## config.mk

```make
export PLATFORM = sky130hd
export DESIGN_NAME = kd_tree_root_ctrl_flat
export DESIGN_NICKNAME = d
export VERILOG_FILES = /design/src/rtl/kd_tree_pkg.sv /design/src/rtl/kd_tree_root_ctrl_if.sv /design/src/rtl/kd_center_buffer.sv /design/src/rtl/kd_tree_root_ctrl.sv /design/src/flat_wrapper.sv
export SDC_FILE = /design/constraint.sdc
export NUM_CORES = 1
export LEC_CHECK = 0
export ABC_AREA = 1
export ABC_CLOCK_PERIOD_IN_PS = 4650
export CAP_MARGIN = 40
export CORE_ASPECT_RATIO = 0.5
export CORE_MARGIN = 4
export CORE_UTILIZATION = 40
export CTS_BUF_LIST = sky130_fd_sc_hd__clkbuf_8
export DETAILED_ROUTE_END_ITERATION = 10
export GPL_TIMING_DRIVEN = 0
export SYNTH_ARGS = -nofsm -noshare
export SYNTH_HDL_FRONTEND = slang
export SYNTH_SLANG_ARGS = --single-unit
```

## constraint.sdc

```tcl
create_clock -name clk -period 4.65 [get_ports clk]
set_clock_uncertainty 0.15 [all_clocks]
set_input_delay 0.6975 -clock clk [delete_from_list [all_inputs] [get_ports clk]]
set_output_delay 0.6975 -clock clk [all_outputs]
set_load 0.02 [all_outputs]
```

## src/rtl/kd_tree_pkg.sv

```systemverilog
// kd_tree_pkg
// Shared definitions for the k-d tree node array and its root controller:
// bus widths, the command codes exchanged between tree levels, and the
// controller state enum.
package kd_tree_pkg;

  localparam int KD_DATA_W = 24;  // one packed 3x8-bit center
  localparam int KD_CMD_W  = 5;

  typedef logic [KD_CMD_W-1:0] cmd_t;

  localparam cmd_t CMD_NOP                      = 5'h00;
  localparam cmd_t CMD_CENTER_FILL              = 5'h01;
  localparam cmd_t CMD_CONFIGURE_SORT_AXIS      = 5'h02;
  localparam cmd_t CMD_RECEIVE_CENTER           = 5'h03;
  localparam cmd_t CMD_CENTER_FILL_DONE         = 5'h05;
  localparam cmd_t CMD_CONFIGURE_SORT_AXIS_DONE = 5'h07;
  localparam cmd_t CMD_BUSY                     = 5'h08;
  localparam cmd_t CMD_START_SORTING            = 5'h09;
  localparam cmd_t CMD_READY_TO_SORT            = 5'h0a;
  localparam cmd_t CMD_DNE                      = 5'h10;
  localparam cmd_t CMD_RST_DONE                 = 5'h1e;
  localparam cmd_t CMD_RST                      = 5'h1f;

  typedef enum logic [2:0] {
    IDLE = 3'd0,
    LOAD = 3'd1,
    TRST = 3'd2,
    FILL = 3'd3,
    CFG  = 3'd4,
    SORT = 3'd5
  } state_t;

endpackage

```

## src/rtl/kd_tree_root_ctrl_if.sv

```systemverilog
// kd_tree_root_ctrl_if
// Bundles the host center stream and the root node's top-side ports.
//   center_valid/center_ready/center_data : host -> controller stream
//   command_to_root/data_to_root          : controller -> root node
//   command_from_root/data_from_root      : root node -> controller
// modport master: the controller side; modport slave: host + root side.
interface kd_tree_root_ctrl_if
  import kd_tree_pkg::*;
#(
  parameter int DATA_W = KD_DATA_W,
  parameter int CMD_W  = KD_CMD_W
);
  logic              center_valid;
  logic              center_ready;
  logic [DATA_W-1:0] center_data;
  logic [CMD_W-1:0]  command_to_root;
  logic [DATA_W-1:0] data_to_root;
  logic [CMD_W-1:0]  command_from_root;
  logic [DATA_W-1:0] data_from_root;

  modport master (
    input  center_valid, center_data, command_from_root, data_from_root,
    output center_ready, command_to_root, data_to_root
  );

  modport slave (
    output center_valid, center_data, command_from_root, data_from_root,
    input  center_ready, command_to_root, data_to_root
  );
endinterface

```

## src/rtl/kd_center_buffer.sv

```systemverilog
// kd_center_buffer
// DEPTH x DATA_W center storage: one synchronous write port, one
// combinational read port. Storage is not reset; contents are only read
// after being written by the current load.
//   clk            : clock
//   we/waddr/wdata : write port
//   raddr/rdata    : combinational read port
module kd_center_buffer #(
  parameter int DATA_W = 24,
  parameter int DEPTH  = 16,
  parameter int AW     = $clog2(DEPTH)
) (
  input  logic              clk,
  input  logic              we,
  input  logic [AW-1:0]     waddr,
  input  logic [DATA_W-1:0] wdata,
  input  logic [AW-1:0]     raddr,
  output logic [DATA_W-1:0] rdata
);
  logic [DATA_W-1:0] mem_q [DEPTH];

  always_ff @(posedge clk) begin
    if (we) mem_q[waddr] <= wdata;
  end

  assign rdata = mem_q[raddr];
endmodule

```

## src/rtl/kd_tree_root_ctrl.sv

```systemverilog
// kd_tree_root_ctrl
// Upstream sequencer for the k-d tree node array. Buffers host centers,
// then drives the root through reset, center fill, sort-axis configuration
// and sorting, and reports the root's final center.
//   clk, rst_n          : clock, async active-low reset
//   start               : one-cycle request, accepted only in IDLE
//   n_centers, axis     : job parameters, sampled on accepted start
//   bus (master)        : host center stream + root command/data ports
//   busy                : high outside IDLE
//   done                : one-cycle completion pulse
//   root_center         : root data captured at completion
//   error               : sticky; cleared by reset or next accepted start
// Optional feature: define KD_ROOT_CTRL_TIMEOUT_EN to add a watchdog that
// aborts TRST/FILL/CFG/SORT after MAX_WAIT cycles in one state.
//
// state | meaning
// IDLE  | waiting for start, driving nop
// LOAD  | accepting n_centers host beats into the buffer
// TRST  | driving rst until the root answers rst_done
// FILL  | streaming buffered centers, last first, until center_fill_done
// CFG   | driving configure_sort_axis until its done reply
// SORT  | one start_sorting cycle, then waiting for STABLE_CYCLES quiet replies
module kd_tree_root_ctrl
  import kd_tree_pkg::*;
#(
  parameter int DATA_W        = KD_DATA_W,
  parameter int CMD_W         = KD_CMD_W,
  parameter int MAX_CENTERS   = 16,
`ifdef KD_ROOT_CTRL_TIMEOUT_EN
  parameter int MAX_WAIT      = 1023,
`endif
  parameter int STABLE_CYCLES = 4
) (
  input  logic                                 clk,
  input  logic                                 rst_n,
  input  logic                                 start,
  input  logic [$clog2(MAX_CENTERS+1)-1:0]     n_centers,
  input  logic [1:0]                           axis,
  kd_tree_root_ctrl_if.master                  bus,
  output logic                                 busy,
  output logic                                 done,
  output logic [DATA_W-1:0]                    root_center,
  output logic                                 error
);
  localparam int CNT_W   = $clog2(MAX_CENTERS+1);
  localparam int IDX_W   = $clog2(MAX_CENTERS);
  localparam int QUIET_W = $clog2(STABLE_CYCLES+1);

  state_t              state_q, state_d;
  logic [CNT_W-1:0]    n_q, n_d, wr_idx_q, wr_idx_d;
  logic [IDX_W-1:0]    rd_idx_q, rd_idx_d, rd_addr;
  logic [1:0]          axis_q, axis_d;
  logic [QUIET_W-1:0]  quiet_q, quiet_d;
  logic [CMD_W-1:0]    cmd_q, cmd_d;
  logic [DATA_W-1:0]   data_q, data_d, rc_q, rc_d, buf_rdata;
  logic                ready_q, ready_d, busy_q, busy_d, done_q, done_d, err_q, err_d;
  logic                buf_we;
  cmd_t                reply;

`ifdef KD_ROOT_CTRL_TIMEOUT_EN
  localparam int WAIT_W = $clog2(MAX_WAIT+1);
  logic [WAIT_W-1:0]   wait_q, wait_d;
  logic                watched;
`endif

  assign reply = bus.command_from_root;

  kd_center_buffer #(.DATA_W(DATA_W), .DEPTH(MAX_CENTERS), .AW(IDX_W)) u_buf (
    .clk   (clk),
    .we    (buf_we),
    .waddr (wr_idx_q[IDX_W-1:0]),
    .wdata (bus.center_data),
    .raddr (rd_addr),
    .rdata (buf_rdata)
  );

  always_comb begin
    state_d  = state_q;
    n_d      = n_q;
    axis_d   = axis_q;
    wr_idx_d = wr_idx_q;
    rd_idx_d = rd_idx_q;
    quiet_d  = quiet_q;
    cmd_d    = cmd_q;
    data_d   = data_q;
    ready_d  = ready_q;
    done_d   = 1'b0;
    err_d    = err_q;
    rc_d     = rc_q;
    buf_we   = 1'b0;
    rd_addr  = rd_idx_q;

    case (state_q)
      IDLE: begin
        if (start) begin
          if (n_centers == '0 || n_centers > CNT_W'(MAX_CENTERS)) begin
            err_d = 1'b1;
          end else begin
            n_d      = n_centers;
            axis_d   = axis;
            err_d    = 1'b0;
            wr_idx_d = '0;
            ready_d  = 1'b1;
            state_d  = LOAD;
          end
        end
      end
      LOAD: begin
        if (bus.center_valid && ready_q) begin
          buf_we   = 1'b1;
          wr_idx_d = wr_idx_q + 1'b1;
          if (wr_idx_d == n_q) begin
            ready_d = 1'b0;
            cmd_d   = CMD_RST;
            data_d  = '0;
            state_d = TRST;
          end
        end
      end
      TRST: begin
        if (reply == CMD_RST_DONE) begin
          // Fill starts with the last-loaded center so the first one ends up deepest.
          rd_addr  = IDX_W'(n_q - 1'b1);
          rd_idx_d = rd_addr;
          data_d   = buf_rdata;
          cmd_d    = CMD_CENTER_FILL;
          state_d  = FILL;
        end
      end
      FILL: begin
        if (reply == CMD_CENTER_FILL_DONE) begin
          cmd_d   = CMD_CONFIGURE_SORT_AXIS;
          data_d  = DATA_W'(axis_q);
          state_d = CFG;
        end else begin
          // The tree shifts one word per cycle: step every cycle, park at 0.
          rd_addr  = (rd_idx_q == '0) ? '0 : rd_idx_q - 1'b1;
          rd_idx_d = rd_addr;
          data_d   = buf_rdata;
        end
      end
      CFG: begin
        if (reply == CMD_CONFIGURE_SORT_AXIS_DONE) begin
          cmd_d   = CMD_START_SORTING;
          data_d  = DATA_W'(axis_q);
          quiet_d = '0;
          state_d = SORT;
        end
      end
      SORT: begin
        cmd_d  = CMD_NOP;
        data_d = '0;
        if (reply == CMD_READY_TO_SORT) begin
          if (quiet_q == QUIET_W'(STABLE_CYCLES-1)) begin
            done_d  = 1'b1;
            rc_d    = bus.data_from_root;
            state_d = IDLE;
          end else begin
            quiet_d = quiet_q + 1'b1;
          end
        end else begin
          quiet_d = '0;
        end
      end
      default: begin
        cmd_d   = CMD_NOP;
        data_d  = '0;
        state_d = IDLE;
      end
    endcase

`ifdef KD_ROOT_CTRL_TIMEOUT_EN
    watched = (state_q == TRST) || (state_q == FILL) || (state_q == CFG) || (state_q == SORT);
    if (watched && wait_q == WAIT_W'(MAX_WAIT-1)) begin
      err_d   = 1'b1;
      done_d  = 1'b0;
      rc_d    = rc_q;
      cmd_d   = CMD_NOP;
      data_d  = '0;
      state_d = IDLE;
    end
`endif

    // The root must exist; a dne reply anywhere in a job aborts it.
    if (state_q != IDLE && reply == CMD_DNE) begin
      err_d   = 1'b1;
      done_d  = 1'b0;
      rc_d    = rc_q;
      buf_we  = 1'b0;
      ready_d = 1'b0;
      cmd_d   = CMD_NOP;
      data_d  = '0;
      state_d = IDLE;
    end

`ifdef KD_ROOT_CTRL_TIMEOUT_EN
    if (state_d != state_q || state_d == IDLE || state_d == LOAD) wait_d = '0;
    else wait_d = wait_q + 1'b1;
`endif

    busy_d = (state_d != IDLE);
  end

  always_ff @(posedge clk or negedge rst_n) begin
    if (!rst_n) begin
      state_q  <= IDLE;
      n_q      <= '0;
      axis_q   <= '0;
      wr_idx_q <= '0;
      rd_idx_q <= '0;
      quiet_q  <= '0;
      cmd_q    <= CMD_NOP;
      data_q   <= '0;
      ready_q  <= 1'b0;
      busy_q   <= 1'b0;
      done_q   <= 1'b0;
      err_q    <= 1'b0;
      rc_q     <= '0;
    end else begin
      state_q  <= state_d;
      n_q      <= n_d;
      axis_q   <= axis_d;
      wr_idx_q <= wr_idx_d;
      rd_idx_q <= rd_idx_d;
      quiet_q  <= quiet_d;
      cmd_q    <= cmd_d;
      data_q   <= data_d;
      ready_q  <= ready_d;
      busy_q   <= busy_d;
      done_q   <= done_d;
      err_q    <= err_d;
      rc_q     <= rc_d;
    end
  end

`ifdef KD_ROOT_CTRL_TIMEOUT_EN
  always_ff @(posedge clk or negedge rst_n) begin
    if (!rst_n) wait_q <= '0;
    else        wait_q <= wait_d;
  end
`endif

  assign bus.command_to_root = cmd_q;
  assign bus.data_to_root    = data_q;
  assign bus.center_ready    = ready_q;
  assign busy                = busy_q;
  assign done                = done_q;
  assign root_center         = rc_q;
  assign error               = err_q;
endmodule

```

## src/flat_wrapper.sv

```systemverilog
// flat-port wrapper written by rule: the top's interface ports become plain ports
module kd_tree_root_ctrl_flat import kd_tree_pkg::*;
#(
  parameter int DATA_W        = KD_DATA_W,
  parameter int CMD_W         = KD_CMD_W,
  parameter int MAX_CENTERS   = 16,

  parameter int STABLE_CYCLES = 4
)
  (clk, rst_n, start, n_centers, axis, busy, done, root_center, error, bus_center_valid, bus_center_data, bus_command_from_root, bus_data_from_root, bus_center_ready, bus_command_to_root, bus_data_to_root);
  kd_tree_root_ctrl_if #(.DATA_W(DATA_W), .CMD_W(CMD_W)) bus_i ();
  input  logic clk;
  input  logic rst_n;
  input  logic start;
  input  logic [$clog2(MAX_CENTERS+1)-1:0] n_centers;
  input  logic [1:0] axis;
  output logic busy;
  output logic done;
  output logic [DATA_W-1:0] root_center;
  output logic error;
  input wire logic [$bits(bus_i.center_valid)-1:0] bus_center_valid;
  input wire logic [$bits(bus_i.center_data)-1:0] bus_center_data;
  input wire logic [$bits(bus_i.command_from_root)-1:0] bus_command_from_root;
  input wire logic [$bits(bus_i.data_from_root)-1:0] bus_data_from_root;
  output wire logic [$bits(bus_i.center_ready)-1:0] bus_center_ready;
  output wire logic [$bits(bus_i.command_to_root)-1:0] bus_command_to_root;
  output wire logic [$bits(bus_i.data_to_root)-1:0] bus_data_to_root;
  assign bus_i.center_valid = bus_center_valid;
  assign bus_i.center_data = bus_center_data;
  assign bus_i.command_from_root = bus_command_from_root;
  assign bus_i.data_from_root = bus_data_from_root;
  assign bus_center_ready = bus_i.center_ready;
  assign bus_command_to_root = bus_i.command_to_root;
  assign bus_data_to_root = bus_i.data_to_root;
  kd_tree_root_ctrl #(.DATA_W(DATA_W), .CMD_W(CMD_W), .MAX_CENTERS(MAX_CENTERS), .STABLE_CYCLES(STABLE_CYCLES)) u_core (.clk(clk), .rst_n(rst_n), .start(start), .n_centers(n_centers), .axis(axis), .bus(bus_i), .busy(busy), .done(done), .root_center(root_center), .error(error));
endmodule
```

==> out/qor.txt <==
result of the run = complete, no violations
Final Max Tran Viols = 0
Synth Register Bits = 462
dominant delay contributor by cell family on the critical path = simple AND/OR/NAND/NOR gates
clock slew at the register clock pins of the worst setup and hold paths = 0.07 ns
non-filler instance count after layout = 2559
share of synthesized flip-flops with an asynchronous set or reset = 0.169
GRT Residual Overflow = 0
overall global routing resource usage = 0.221
number of buffers created by CTS = 70
mean post-synth cell area = 11.7 um^2
RSZ-0062 raised after global routing = no
maximum level of the CTS H-tree = 3
residual antenna-violating net count after detailed routing = 0
sequential share of power = 0.373
postcts setup bufs = 0
xor and xnor fraction of the mapped netlist area = 0.00273
complex-gate fraction of the synthesized area = 0.0110
crit path cell chain = ha_1 -> xnor2_1 -> inv_1 -> nand2_1 -> nand2_1 -> nor2_1 -> nand4_1 -> nand3_1 -> nand3_1 -> nor2_2 -> buf_4 -> nand3_1 -> nand2_1
sink of the worst hold path = u_core.bus.data_to_root[8]
number of cell rows = 56
Synth area leaders = sky130_fd_sc_hd__edfxtp_1 (60%), sky130_fd_sc_hd__nand3_1 (15%), sky130_fd_sc_hd__dfrtp_1 (10%)
actual transition at the worst max-transition pin = 0.761 ns
netlist area before placement = 19300 um^2
slowest cell on the critical path = sky130_fd_sc_hd__dfrtp_1
count of buffer and inverter cells on the critical path = 2
mux cell area share after synthesis = 0.0136
Worst Setup Start Kind = flip-flop
switching part of the total = 0.391
net switching power = 4.97 mW
class of the most critical setup path = flip-flop to flip-flop
worst slack at placement = 1.11 ns
worst hold start = u_core.bus.data_to_root[8]
Max Cap Viol = 0
sequential element share of the synthesized area = 0.700
fraction of layout cells with a size suffix above 1 = 0.128
Max-Slew Margin vs Limit = 0.489
gate count of the mapped netlist = 1654
Static Leakage = 9.08 nW
DP Wirelength = 39000 um
flip-flop cell with the highest count after synthesis = sky130_fd_sc_hd__edfxtp_1
post-detailed-route via-to-cell ratio = 5.49
area of the die = 52000 um^2
reg-to-reg critical path startpoint = u_core.wr_idx_q[0]
Area Overhead vs Synth = 20.2%
# placed instances = 2431
Worst Hold Path Cells = 2
P per Cell Area = 549 nW/um^2
maximum number of pins on one net before global-route repair = 47
power consumption = 12.7 mW
sink count of the clock tree = 462
combinational fraction of design power = 0.369
input/output buffers = 120
via count of the first global-routing pass = 13600
die boundary width = 318 um
largest vdd supply drop = 447 uV
Iteration-0 DRC Markers = 1652
kind of end point of the critical path = flip-flop
number of top-level pins = 121
number of buffers inserted for hold repair after clock tree synthesis = 1
main combinational cell family by area after synthesis = simple AND/OR/NAND/NOR gates
post-layout net count = 1938
number of flops mapped to enable cells by yosys = 384
CP Data Required Time = 5.07 ns
core box area = 47200 um^2
Final setup viols = 0
proportion of netlist area held by the largest area contributor = 0.598
latest clock arrival within the worst-skew pair = 0.64 ns
total wirelength of the detailed-routed design = 58100 um
DRC violations left = 0
commonest non-fill, non-tap cell in the layout = sky130_fd_sc_hd__nand3_1
Post-CTS Resized = 0
worst stage delay on the critical path = 0.46 ns
largest area contributor in the synthesized netlist = sky130_fd_sc_hd__edfxtp_1
proportion of power drawn by the clock network = 0.258
simple logic cell fraction of the synthesized area = 0.223
CTS tree = done
routed wirelength normalized by instance count = 22.7 um
core utilization of the finished layout = 0.491
Placer Congestion = 0.854
count of cell types in the netlist = 37
commonest cells after routing, fill and taps aside = sky130_fd_sc_hd__nand3_1 (570), sky130_fd_sc_hd__edfxtp_1 (384), sky130_fd_sc_hd__nand2_1 (304)
Max Clk Rate = 0.335 GHz
post-synthesis adder-cell area fraction = 0.00519
number of optimization iterations in the first detailed-route pass = 7
Hold/Removal Path Class = flip-flop to flip-flop
cell area after placement = 21800 um^2
clock tree buffer depth = 3
worst-case hold slack = 0.327 ns
area of all placed cells without fillers = 23200 um^2
vias after detailed routing = 14100
Critical Path Fanout Max = 10
Synth Net Count = 1726
summed negative setup slack over all endpoints = 0 ns
Period minus WS final = 2.98 ns
initial antenna violation count = 1
number of hold-slack violations in the final timing report = 0
data arrival at the endpoint of the critical path = 3.41 ns
Worst R2R Path Depth = 13
Period Utilization, post-route = 0.641
starting utilization of the core area = 0.408
Register-to-Register Setup Slack = 1.67 ns
P_int = 7.73 mW
number of synthesis warnings = 0
post-route setup slack = 1.67 ns
root cell of the clock tree = sky130_fd_sc_hd__clkbuf_8
Die Y = 163 um
Reg-to-Reg End = u_core.bus.data_to_root[10]
first-pass GRT wire length = 86000 um
## state kept, by name, summed over array words and instances (netlist names)
signal                      cells
u_core.rd_idx_q                 4
u_core.n_q                      5
u_core.wr_idx_q                 5
u_core.done                     1
u_core.state_q                  3
u_core.quiet_q                  3
u_core.axis_q                   2
u_core.u_buf.mem_q            384
u_core.root_center             24
u_core.bus.data_to_root        24
u_core.busy                     1
u_core.bus.center_ready         1
u_core.error                    1
u_core.bus.command_to_root      4
## layer usage
layer	GRT usage	up-vias	share of wire
met5	0	-	0
met4	0.0597	0	0.021
met3	0.0625	99	0.12
met2	0.334	790	0.43
met1	0.316	6812	0.43
li1	-	6349	-
## worst reg2reg max path: cells and delay by family, from the launching register on
family / cells / cell delay (ns)
AND/OR/NAND/NOR: 9 / 1.36
adder cells (fa/ha/maj): 1 / 0.28
buffers and inverters: 2 / 0.39
XOR/XNOR: 1 / 0.30
flip-flops: 1 / 0.46
## area by class of cell
type	instances	area, um^2
Sequential cell	462	13500
Timing Repair Buffer	140	1630
Clock inverter	45	231
Inverter	76	285
Antenna cell	1	2.50
Buffer	106	574
Tap cell	638	798
Clock buffer	81	1110
Multi-Input combinational cell	1010	5050
Fill cell	4194	24100
## worst max path at each step
stage / start / cells after the start / endpoint / slack [ns]
finish: u_core.wr_idx_q[0] / 13 / u_core.bus.data_to_root[10] / 1.67
global route: u_core.wr_idx_q[0] / 12 / u_core.bus.data_to_root[4] / 1.48
CTS: u_core.wr_idx_q[0] / 10 / u_core.bus.data_to_root[4] / 1.65
detailed placement: bus_command_from_root[0] / 15 / u_core.bus.data_to_root[10] / 1.11
global placement: bus_command_from_root[2] / 5 / u_core.u_buf.mem_q[15][8] / -1.82
floorplan: bus_command_from_root[0] / 4 / u_core.u_buf.mem_q[15][0] / 1.48
## kinds of logic after synthesis
logic type	count (synthesis)
fa+ha+maj	8
compound gates	35
mux	26
buf+inv	182
simple gates	935
flops	462
xor+xnor	6
## Yosys cell counts (2+ instances only)
cell,n
sky130_fd_sc_hd__inv_1,68
sky130_fd_sc_hd__buf_2,78
sky130_fd_sc_hd__clkbuf_1,7
sky130_fd_sc_hd__nor2_4,2
sky130_fd_sc_hd__edfxtp_1,384
sky130_fd_sc_hd__a21oi_1,5
sky130_fd_sc_hd__nand3_1,570
sky130_fd_sc_hd__o22ai_1,5
sky130_fd_sc_hd__o21ai_1,3
sky130_fd_sc_hd__nor3_1,3
sky130_fd_sc_hd__nand3_2,2
sky130_fd_sc_hd__xor2_1,5
sky130_fd_sc_hd__dfrtp_1,78
sky130_fd_sc_hd__mux2i_1,24
sky130_fd_sc_hd__o21ai_0,15
sky130_fd_sc_hd__ha_1,8
sky130_fd_sc_hd__nand2_2,5
sky130_fd_sc_hd__nor2_1,36
sky130_fd_sc_hd__buf_6,4
sky130_fd_sc_hd__buf_1,4
sky130_fd_sc_hd__nand4_1,5
sky130_fd_sc_hd__nand2_1,304
sky130_fd_sc_hd__mux2_2,2
sky130_fd_sc_hd__nand3b_1,2
sky130_fd_sc_hd__buf_4,13
sky130_fd_sc_hd__nor2_2,4
sky130_fd_sc_hd__inv_2,8
## power by group through the flow
stage | Sequential, mW | Clock, mW | Combinational [mW]
global placement | 4.83 | 0 | 4.52
finish | 4.75 | 3.27 | 4.69
global route | 4.76 | 3.53 | 5.09
detailed placement | 4.83 | 0 | 4.61
CTS | 4.75 | 3.33 | 4.63
floorplan | 4.85 | 0 | 2.85
Note: power is estimated with default switching activity, not from simulation.
